[src/rtl/pipe_emreg_fwd_if.sv]
// EXE/MEM boundary bundle: EXE-stage results in, MEM-stage register and
// decode hazard controls out. The pipeline register (slave) uses the slave modport.
interface pipe_emreg_fwd_if #(
    parameter int DW = 32,
    parameter int RW = 5
);
    // EXE stage results
    logic          ewreg;
    logic          em2reg;
    logic          ewmem;
    logic [DW-1:0] ealu;
    logic [DW-1:0] eb;
    logic [RW-1:0] ern;
    logic          mem_hold;

    // decode-stage source operands
    logic [RW-1:0] drs;
    logic [RW-1:0] drt;
    logic          duse_rs;
    logic          duse_rt;

    // MEM stage register
    logic          mwreg;
    logic          mm2reg;
    logic          mwmem;
    logic [DW-1:0] malu;
    logic [DW-1:0] mb;
    logic [RW-1:0] mrn;

    // hazard control back to decode
    logic [1:0]    fwda;
    logic [1:0]    fwdb;
    logic          stall;

    modport master (
        output ewreg, em2reg, ewmem, ealu, eb, ern, mem_hold,
        output drs, drt, duse_rs, duse_rt,
        input  mwreg, mm2reg, mwmem, malu, mb, mrn,
        input  fwda, fwdb, stall
    );

    modport slave (
        input  ewreg, em2reg, ewmem, ealu, eb, ern, mem_hold,
        input  drs, drt, duse_rs, duse_rt,
        output mwreg, mm2reg, mwmem, malu, mb, mrn,
        output fwda, fwdb, stall
    );
endinterface

[src/rtl/pipe_emreg_fwd.sv]
// EXE/MEM pipeline register with forwarding-select and load-use stall generation.
// Optional hazard counters (stall_cnt, fwd_cnt) are enabled by PIPE_HAZARD_CNT_EN.
module pipe_emreg_fwd #(
    parameter int DW = 32,
    parameter int RW = 5
) (
    input  logic              clock,
    input  logic              resetn,
    pipe_emreg_fwd_if.slave   bus
`ifdef PIPE_HAZARD_CNT_EN
    ,
    output logic [31:0]       stall_cnt,
    output logic [31:0]       fwd_cnt
`endif
);

    typedef struct packed {
        logic          wreg;
        logic          m2reg;
        logic          wmem;
        logic [DW-1:0] alu;
        logic [DW-1:0] b;
        logic [RW-1:0] rn;
    } mreg_t;

    mreg_t m_q, m_d;

    // A load in EXE that matches the source reports 00; decode is stalled and
    // picks up the 11 select once the load reaches MEM.
    function automatic logic [1:0] fwd_sel(
        input logic [RW-1:0] src,
        input logic          use_src,
        input logic          e_wreg,
        input logic          e_m2reg,
        input logic [RW-1:0] e_rn,
        input mreg_t         m
    );
        logic [1:0] sel;
        sel = 2'b00;
        if (use_src) begin
            if (e_wreg && (e_rn != '0) && (e_rn == src)) begin
                sel = e_m2reg ? 2'b00 : 2'b01;
            end else if (m.wreg && (m.rn != '0) && (m.rn == src)) begin
                sel = m.m2reg ? 2'b11 : 2'b10;
            end
        end
        return sel;
    endfunction

    logic load_in_exe;
    logic load_use;

    // NOTE: every signal written in an always_comb gets a default first, so no latch is inferred.
    always_comb begin
        m_d = m_q;
        if (!bus.mem_hold) begin
            m_d.wreg  = bus.ewreg;
            m_d.m2reg = bus.em2reg;
            m_d.wmem  = bus.ewmem;
            m_d.alu   = bus.ealu;
            m_d.b     = bus.eb;
            m_d.rn    = bus.ern;
        end
    end

    // NOTE: sequential state uses non-blocking assignments so all registers update together.
    always_ff @(posedge clock) begin
        if (!resetn) begin
            m_q <= '0;
        end else begin
            m_q <= m_d;
        end
    end

    always_comb begin
        load_in_exe = bus.ewreg && bus.em2reg && (bus.ern != '0);
        load_use    = load_in_exe &&
                      ((bus.duse_rs && (bus.ern == bus.drs)) ||
                       (bus.duse_rt && (bus.ern == bus.drt)));
    end

    assign bus.fwda   = fwd_sel(bus.drs, bus.duse_rs, bus.ewreg, bus.em2reg, bus.ern, m_q);
    assign bus.fwdb   = fwd_sel(bus.drt, bus.duse_rt, bus.ewreg, bus.em2reg, bus.ern, m_q);
    assign bus.stall  = load_use || bus.mem_hold;

    assign bus.mwreg  = m_q.wreg;
    assign bus.mm2reg = m_q.m2reg;
    assign bus.mwmem  = m_q.wmem;
    assign bus.malu   = m_q.alu;
    assign bus.mb     = m_q.b;
    assign bus.mrn    = m_q.rn;

`ifdef PIPE_HAZARD_CNT_EN
    logic [31:0] stall_cnt_q;
    logic [31:0] fwd_cnt_q;

    // Hold cycles are not load-use stalls, so only the latter are counted.
    always_ff @(posedge clock) begin
        if (!resetn) begin
            stall_cnt_q <= '0;
            fwd_cnt_q   <= '0;
        end else begin
            if (load_use && !bus.mem_hold) begin
                stall_cnt_q <= stall_cnt_q + 32'd1;
            end
            if ((bus.fwda != 2'b00) || (bus.fwdb != 2'b00)) begin
                fwd_cnt_q <= fwd_cnt_q + 32'd1;
            end
        end
    end

    assign stall_cnt = stall_cnt_q;
    assign fwd_cnt   = fwd_cnt_q;
`endif

endmodule

[src/flat_wrapper.sv]
// flat-port wrapper written by rule: the top's interface ports become plain ports
module pipe_emreg_fwd_flat 
#(
    parameter int DW = 32,
    parameter int RW = 5
)
  (clock, resetn, bus_ewreg, bus_em2reg, bus_ewmem, bus_ealu, bus_eb, bus_ern, bus_mem_hold, bus_drs, bus_drt, bus_duse_rs, bus_duse_rt, bus_mwreg, bus_mm2reg, bus_mwmem, bus_malu, bus_mb, bus_mrn, bus_fwda, bus_fwdb, bus_stall);
  pipe_emreg_fwd_if #(.DW(DW), .RW(RW)) bus_i ();
  input  logic clock;
  input  logic resetn;
  input wire logic [$bits(bus_i.ewreg)-1:0] bus_ewreg;
  input wire logic [$bits(bus_i.em2reg)-1:0] bus_em2reg;
  input wire logic [$bits(bus_i.ewmem)-1:0] bus_ewmem;
  input wire logic [$bits(bus_i.ealu)-1:0] bus_ealu;
  input wire logic [$bits(bus_i.eb)-1:0] bus_eb;
  input wire logic [$bits(bus_i.ern)-1:0] bus_ern;
  input wire logic [$bits(bus_i.mem_hold)-1:0] bus_mem_hold;
  input wire logic [$bits(bus_i.drs)-1:0] bus_drs;
  input wire logic [$bits(bus_i.drt)-1:0] bus_drt;
  input wire logic [$bits(bus_i.duse_rs)-1:0] bus_duse_rs;
  input wire logic [$bits(bus_i.duse_rt)-1:0] bus_duse_rt;
  output wire logic [$bits(bus_i.mwreg)-1:0] bus_mwreg;
  output wire logic [$bits(bus_i.mm2reg)-1:0] bus_mm2reg;
  output wire logic [$bits(bus_i.mwmem)-1:0] bus_mwmem;
  output wire logic [$bits(bus_i.malu)-1:0] bus_malu;
  output wire logic [$bits(bus_i.mb)-1:0] bus_mb;
  output wire logic [$bits(bus_i.mrn)-1:0] bus_mrn;
  output wire logic [$bits(bus_i.fwda)-1:0] bus_fwda;
  output wire logic [$bits(bus_i.fwdb)-1:0] bus_fwdb;
  output wire logic [$bits(bus_i.stall)-1:0] bus_stall;
  assign bus_i.ewreg = bus_ewreg;
  assign bus_i.em2reg = bus_em2reg;
  assign bus_i.ewmem = bus_ewmem;
  assign bus_i.ealu = bus_ealu;
  assign bus_i.eb = bus_eb;
  assign bus_i.ern = bus_ern;
  assign bus_i.mem_hold = bus_mem_hold;
  assign bus_i.drs = bus_drs;
  assign bus_i.drt = bus_drt;
  assign bus_i.duse_rs = bus_duse_rs;
  assign bus_i.duse_rt = bus_duse_rt;
  assign bus_mwreg = bus_i.mwreg;
  assign bus_mm2reg = bus_i.mm2reg;
  assign bus_mwmem = bus_i.mwmem;
  assign bus_malu = bus_i.malu;
  assign bus_mb = bus_i.mb;
  assign bus_mrn = bus_i.mrn;
  assign bus_fwda = bus_i.fwda;
  assign bus_fwdb = bus_i.fwdb;
  assign bus_stall = bus_i.stall;
  pipe_emreg_fwd #(.DW(DW), .RW(RW)) u_core (.clock(clock), .resetn(resetn), .bus(bus_i));
endmodule
[config.mk]
export PLATFORM = sky130hd
export DESIGN_NAME = pipe_emreg_fwd_flat
export DESIGN_NICKNAME = d
export VERILOG_FILES = /design/src/rtl/pipe_emreg_fwd_if.sv /design/src/rtl/pipe_emreg_fwd.sv /design/src/flat_wrapper.sv
export SDC_FILE = /design/constraint.sdc
export NUM_CORES = 1
export LEC_CHECK = 0
export CORE_ASPECT_RATIO = 0.5
export CORE_MARGIN = 2
export CORE_UTILIZATION = 39
export CTS_BUF_LIST = sky130_fd_sc_hd__clkbuf_4 sky130_fd_sc_hd__clkbuf_8 sky130_fd_sc_hd__clkbuf_16
export DETAILED_ROUTE_END_ITERATION = 7
export GPL_ROUTABILITY_DRIVEN = 0
export GPL_TIMING_DRIVEN = 0
export PLACE_DENSITY = 0.81
export SLEW_MARGIN = 5
export SYNTH_ARGS = -nofsm -noshare
export SYNTH_HDL_FRONTEND = slang
export SYNTH_SLANG_ARGS = --single-unit
[constraint.sdc]
create_clock -name clock -period 1.6 [get_ports clock]
set_input_delay 0.16 -clock clock [delete_from_list [all_inputs] [get_ports clock]]
set_output_delay 0.16 -clock clock [all_outputs]
set_load 0.02 [all_outputs]
==> run metrics, run 1 <==
PwrDens 950 nW/um2; CTS root buf clkbuf_16; Mapped Avg Cell Area 11.0 um2; maximum vdd drop 0.547 mV; area growth from synthesis to final layout 73.8%; critical path's slowest cell or4_4; Die W between 100 and 150 um; slew margin rel. between 60% and 70%; Final Cycle Share 123%; CTS Buf Count 9; initial antenna violation count 0; hpwl dp between 6000 and 7000 um; post-synthesis cell area around 3000 um2; Comb power frac about a fifth; sequential area share after synthesis a little under half; IO Port Bufs approximately 160; Max Slew Vio Count 0; Worst Skew 0 ns; vias 2,604; final std cells w/o fill roughly 550; setup violators final 5; DIE HEIGHT approximately 66 um; H-tree depth 3; core area ~7400 um2; first-pass GRT wire length approximately 14,000 um; drt total wl ~9000 um; Largest stage delay, worst path around 0.55 ns; CP endpoint kind output pin; hold depth 3; Yosys cell types 23; violated checks negative setup slack; Seq pwr share between 30% and 40%; Crit path max-delay family simple AND/OR/NAND/NOR gates; Fmax achieved roughly 510 MHz; ant diodes 0; CTS max path bufs 2; LEAKAGE roughly 0.0022 uW; DRC violations left 0; status finished, violations left; clock transition at the registers of the reported paths approximately 0.05 ns; #FFs+latches synth 72; starting density of the core 40.7%; CP arrival approximately 1.8 ns; drt first-iter violations between 70 and 80; Post-DRT Antenna Nets 0; WL/cell 16.5 um; Tmin final 1.96 ns; Rows 22; Core Util, Final a little over two thirds; GRT Total Usage between 20% and 30%; max-cap violations 0; Synth Warn # 0; crit start category register; CP required roughly 1.4 ns; Int Power ~3800 uW; CTS Hold Bufs 0; CP Max Fanout 3; number of global-route vias before repair 2,864; Slew @ Worst Pin between 0.5 and 0.6 ns; die area ~8500 um2; commonest non-fill, non-tap cell in the layout clkdlybuf4s50_1; Final WS setup -0.361 ns; worst skew pair latency about 0.33 ns; Mapped Nets approximately 360; largest net degree at the start of global routing 12; WP buf/inv 2; Clk network pwr share between 40% and 50%; RSZ-0062 raised after global routing true; Final Hold Vio Count 0; nets between 500 and 600; HP Class in2reg; layout cell share with drive strength beyond 1 roughly 14%; Syn Inst Count 275; I/O pin count 164; Switch Pwr between 1000 and 1500 uW; clock sinks 72; critical path cell sequence or4_4, o21ai_4, a211oi_4, buf_4, buf_6; commonest cells after routing, fill and taps aside clkdlybuf4s50_1 (139), mux2i_1 (72), nor2b_1 (72), dfxtp_1 (68); FF-to-FF path depth 3; CTS tree done; Vias/cell around 4.7; Initial DRT Pass Iterations 4; Crit path depth 5; placed cells 532; crit path kind reg2out; Net Sw Frac between 20% and 30%; Overflow after GRT 0
-- state kept, by name (all words and copies together) (netlist names) --
| name | cells |
|---|---|
| u_core.bus.malu | 32 |
| u_core.bus.mwmem | 1 |
| u_core.bus.mm2reg | 1 |
| u_core.bus.mwreg | 1 |
| u_core.bus.mb | 32 |
| u_core.bus.mrn | 5 |
-- cell type report --
type | instances | area (um2)
plain buffers | 16 | 68.8
flip-flops and latches | 72 | 1460
clock inverters | 3 | 40.0
fillers | 566 | 2180
repair buffers | 167 | 1640
multi-input cells | 186 | 1660
inverters | 1 | 3.75
clock buffers | 12 | 267
well taps | 96 | 120
-- cell families (layout without fill, tap and decap cells) --
logic type	count (synthesis)	count (layout)	share of synthesized area, %
compound gates	7	7	2.03
xor+xnor	20	20	5.79
buf+inv	17	199	2.40
flops	72	72	47.7
mux	72	72	23.8
simple gates	87	87	18.3
-- timing repair --
action,in CTS,in global routing
resized for setup,86,4
setup endpoints to repair,6,6
buffers inserted,3,3
pin swaps,15,4
-- tightest hold or removal path: cells and delay by family --
| family | cells | cell delay (ns) |
|---|---|---|
| buf+inv | 1 | 0.08 |
| mux | 1 | 0.06 |
| simple gates | 1 | 0.09 |
-- power groups by stage --
stage	logic [uW]	registers (uW)	clock network [uW]
4_1_cts	975	1970	2060
6_report	984	1970	2040
3_5_place_dp	944	2010	0
2_1_floorplan	306	2130	0
5_1_grt	1040	1980	2160
3_3_place_gp	921	2000	0
-- worst paths after layout --
| check | endpoint | startpoint | slack (ns) |
|---|---|---|---|
| max | bus_fwdb[1] | u_core.bus.mrn[1] | -0.36 |
| min | u_core.bus.mrn[1] | bus_ern[1] | 0.11 |
| max reg2reg | u_core.bus.mrn[4] | u_core.bus.mrn[4] | 0.79 |
| min reg2reg | u_core.bus.mb[17] | u_core.bus.mb[17] | 0.52 |
-- per-layer routing --
layer  GRT usage [%]  routed length (um)
met3            4.94                 357
met1            22.3                3570
met4            9.10                 183
met2            43.2                4990
met5               0                   0
-- synthesized netlist by cell type (all sizes together) --
| library cell | number | share of area (%) |
|---|---|---|
| dfxtp | 72 | 48 |
| mux2i | 72 | 24 |
| nor2b | 72 | 15 |
| xnor2 | 11 | 3.2 |
| clkbuf | 9 | 1.1 |
| xor2 | 9 | 2.6 |
| buf | 7 | 1.2 |
| nand3 | 4 | 0.66 |
| nor4 | 4 | 1.3 |
| nand2 | 2 | 0.25 |
| o21ai | 2 | 0.46 |
| or4 | 2 | 0.50 |
| a211oi | 1 | 0.41 |
| a22o | 1 | 0.29 |
| a31o | 1 | 0.29 |
| inv | 1 | 0.12 |
| nand3b | 1 | 0.25 |
| nand4 | 1 | 0.21 |
| nor3 | 1 | 0.17 |
| o2bb2ai | 1 | 0.29 |
| o41ai | 1 | 0.29 |
-- through the flow --
step	total power, uW	hold slack [ns]	TNS (ns)	worst slack, ns	cell area (um2)
finish	4990	0.105	-1.28	-0.361	5260
global route	5190	0.160	-1.56	-0.432	5260
CTS	5010	0.102	-1.38	-0.381	5210
detailed placement	2950	0.511	-4.87	-1.05	4790
global placement	2920	0.495	-4.66	-0.990	4790
floorplan	2440	0.326	-0.135	-0.135	3050
Power figures use the tool's default switching activity.
==> run 2, diff against run 1 <==
Settings changed: ABC_AREA from default to 0.
Clock period 1.6 ns to 1.98 ns, I/O delays scaled along.
==> run 2 against run 1 <==
The run still ends with negative setup slack left. Combinational power down 22%. Global-route usage down 1.9 points. First-iteration DRC count is 32% higher. Hold slack gained 0.23 ns. Critical path type is now in2out. Setup slack better by 0.34 ns. Clock skew is the same. Routed wire length shrank 8.6%. Flip-flop and latch count unchanged. Design area shrank 1.7%. Clock-buffer cell count is 1 higher. Non-clock buffer count down 2.
==> run metrics, run 2 (synthesis gave the netlist of run 1 again) <==
status finished, violations left (unchanged); violated checks negative setup slack (unchanged); CP required 1.78 ns (was 1.44 ns); CTS Buf Count 9 (unchanged); Post-DRT Antenna Nets 0 (unchanged); max-cap violations 0 (unchanged); CTS tree done (unchanged); commonest cells after routing, fill and taps aside clkdlybuf4s50_1 (149), mux2i_1 (72), nor2b_1 (72), dfxtp_1 (68), xnor2_1 (11) (was clkdlybuf4s50_1 (139), mux2i_1 (72), nor2b_1 (72), dfxtp_1 (68)); commonest non-fill, non-tap cell in the layout clkdlybuf4s50_1 (unchanged); CP endpoint kind output pin (unchanged); RSZ-0062 raised after global routing true (unchanged); LEAKAGE 0.00211 uW (was 0.00217 uW); Max Slew Vio Count 0 (unchanged); starting density of the core 40.7% (unchanged); Overflow after GRT 0 (unchanged); Slew @ Worst Pin 0.510 ns (was 0.527 ns); Reg area 1450 um2 (was 1460 um2); Die W 129 um (unchanged); hpwl dp 6040 um (was 6810 um); crit start category input port (was register); DRC violations left 0 (unchanged); Rows 22 (unchanged); setup violators final 2 (was 5); Initial DRT Pass Iterations 4 (unchanged); Tot Pwr 4110 uW (was 4990 uW); Vias/cell 4.54 (was 4.71); clock transition at the registers of the reported paths 0.05 ns (about the same); vias 2,505 (was 2,604); core area 7430 um2 (unchanged); nets 538 (was 540); largest net degree at the start of global routing 12 (unchanged); I/O pin count 164 (unchanged); GRT Total Usage 19.8% (was 21.7%); Final Hold Vio Count 0 (unchanged); clock sinks 72 (unchanged); dpl ws -0.722 ns (was -1.05 ns); FILL cells 571 (was 566); layout cell share with drive strength beyond 1 11.0% (was 14.2%); initial antenna violation count 0 (unchanged); HP Class in2reg (unchanged); H-tree depth 3 (unchanged); Multi-input gate area 1570 um2 (was 1660 um2); Worst Skew 0 ns (unchanged); IO Port Bufs 161 (unchanged); drt first-iter violations 99 (was 75); first-pass GRT wire length 12,800 um (was 14,100 um); slew margin rel. 66.0% (was 64.9%); WL/cell 15.1 um (was 16.5 um); maximum vdd drop 0.430 mV (was 0.547 mV); worst skew pair latency 0.33 ns (about the same); area growth from synthesis to final layout 70.9% (was 73.8%); ant diodes 0 (unchanged); die area 8510 um2 (unchanged); CP arrival 1.80 ns (about the same); DIE HEIGHT 66.3 um (unchanged); Tmin final 2.00 ns; drt total wl 8320 um (was 9110 um); CTS root buf clkbuf_16 (unchanged); CTS Hold Bufs 0 (unchanged); Final WS setup -0.0200 ns (was -0.361 ns); CP Max Fanout 4 (was 3); PwrDens 795 nW/um2 (was 950 nW/um2); number of global-route vias before repair 2,528 (was 2,864); Fmax achieved 500 MHz; crit path kind in2out (was reg2out); Final Cycle Share 101%; CTS max path bufs 2 (unchanged)
-- run 2: cell types whose count changed in the layout (fill, tap and decap cells not counted), moves of 3 or more --
cell             previous run  this run
xor2_2                      6         2
clkdlybuf4s50_1           139       149
buf_6                       4         0
xor2_1                      3         7
clkbuf_4                    0         3
dlygate4sd2_1              11         4
-- run 2: worst paths after layout --
check | start | end | slack (ns) | depth (start not counted)
worst min register to register | u_core.bus.malu[21] | u_core.bus.malu[21] | 0.51 | 2
worst max-delay path | bus_ern[1] | bus_fwdb[0] | -0.02 | 7
worst max register to register | u_core.bus.mrn[1] | u_core.bus.mrn[1] | 1.19 | 3
worst min-delay path | bus_ern[3] | u_core.bus.mrn[3] | 0.33 | 3
-- run 2: final cells by class --
| type | count | share of cell area, % |
|---|---|---|
| timing repair buffer | 165 | 31.4 |
| multi-input combinational | 186 | 30.4 |
| sequential | 72 | 28.1 |
| clock buffer | 13 | 5.06 |
| tap | 96 | 2.32 |
| buffer | 16 | 1.33 |
| clock inverter | 3 | 1.26 |
| inverter | 1 | 0.0726 |
-- run 2: through the flow --
stage	utilization, %	instances	cell area [um2]	TNS (ns)	hold slack (ns)
after global routing	69.5	552	5170	-0.209	0.347
after detailed placement	64.0	532	4750	-3.20	0.507
final	69.5	552	5170	-0.0359	0.332
after CTS	69.0	550	5130	-0.0175	0.308
after global placement	64.0	532	4750	-3.34	0.496
after floorplan	-	275	3020	0	0.364
-- run 2: routing by layer --
layer	wire length, um	global-route usage, %	vias to the layer above
met1	3710	23.6	1151
met5	0	0	-
met3	404	6.80	13
met4	144	6.79	0
met2	4060	33.8	66
li1	-	-	1275
-- run 2: report_power, final --
| part | internal, uW | switching [uW] |
|---|---|---|
| Combinational | 437 | 334 |
| Sequential | 1540 | 50.9 |
| Clock | 1180 | 573 |
| Total | 3150 | 957 |
-- run 2: worst max-delay path, stage by stage --
cell,delay [ns]
clkdlybuf4s15_1,0.25
or4_4,0.57
o21ai_4,0.20
inv_2,0.07
a211oi_2,0.21
o2bb2ai_1,0.14
buf_4,0.15
-- run 2: repair_timing --
action                     CTS  global route
resized for setup           43             7
setup buffers                2             2
setup endpoints to repair    5             5
pin swaps                    9             3
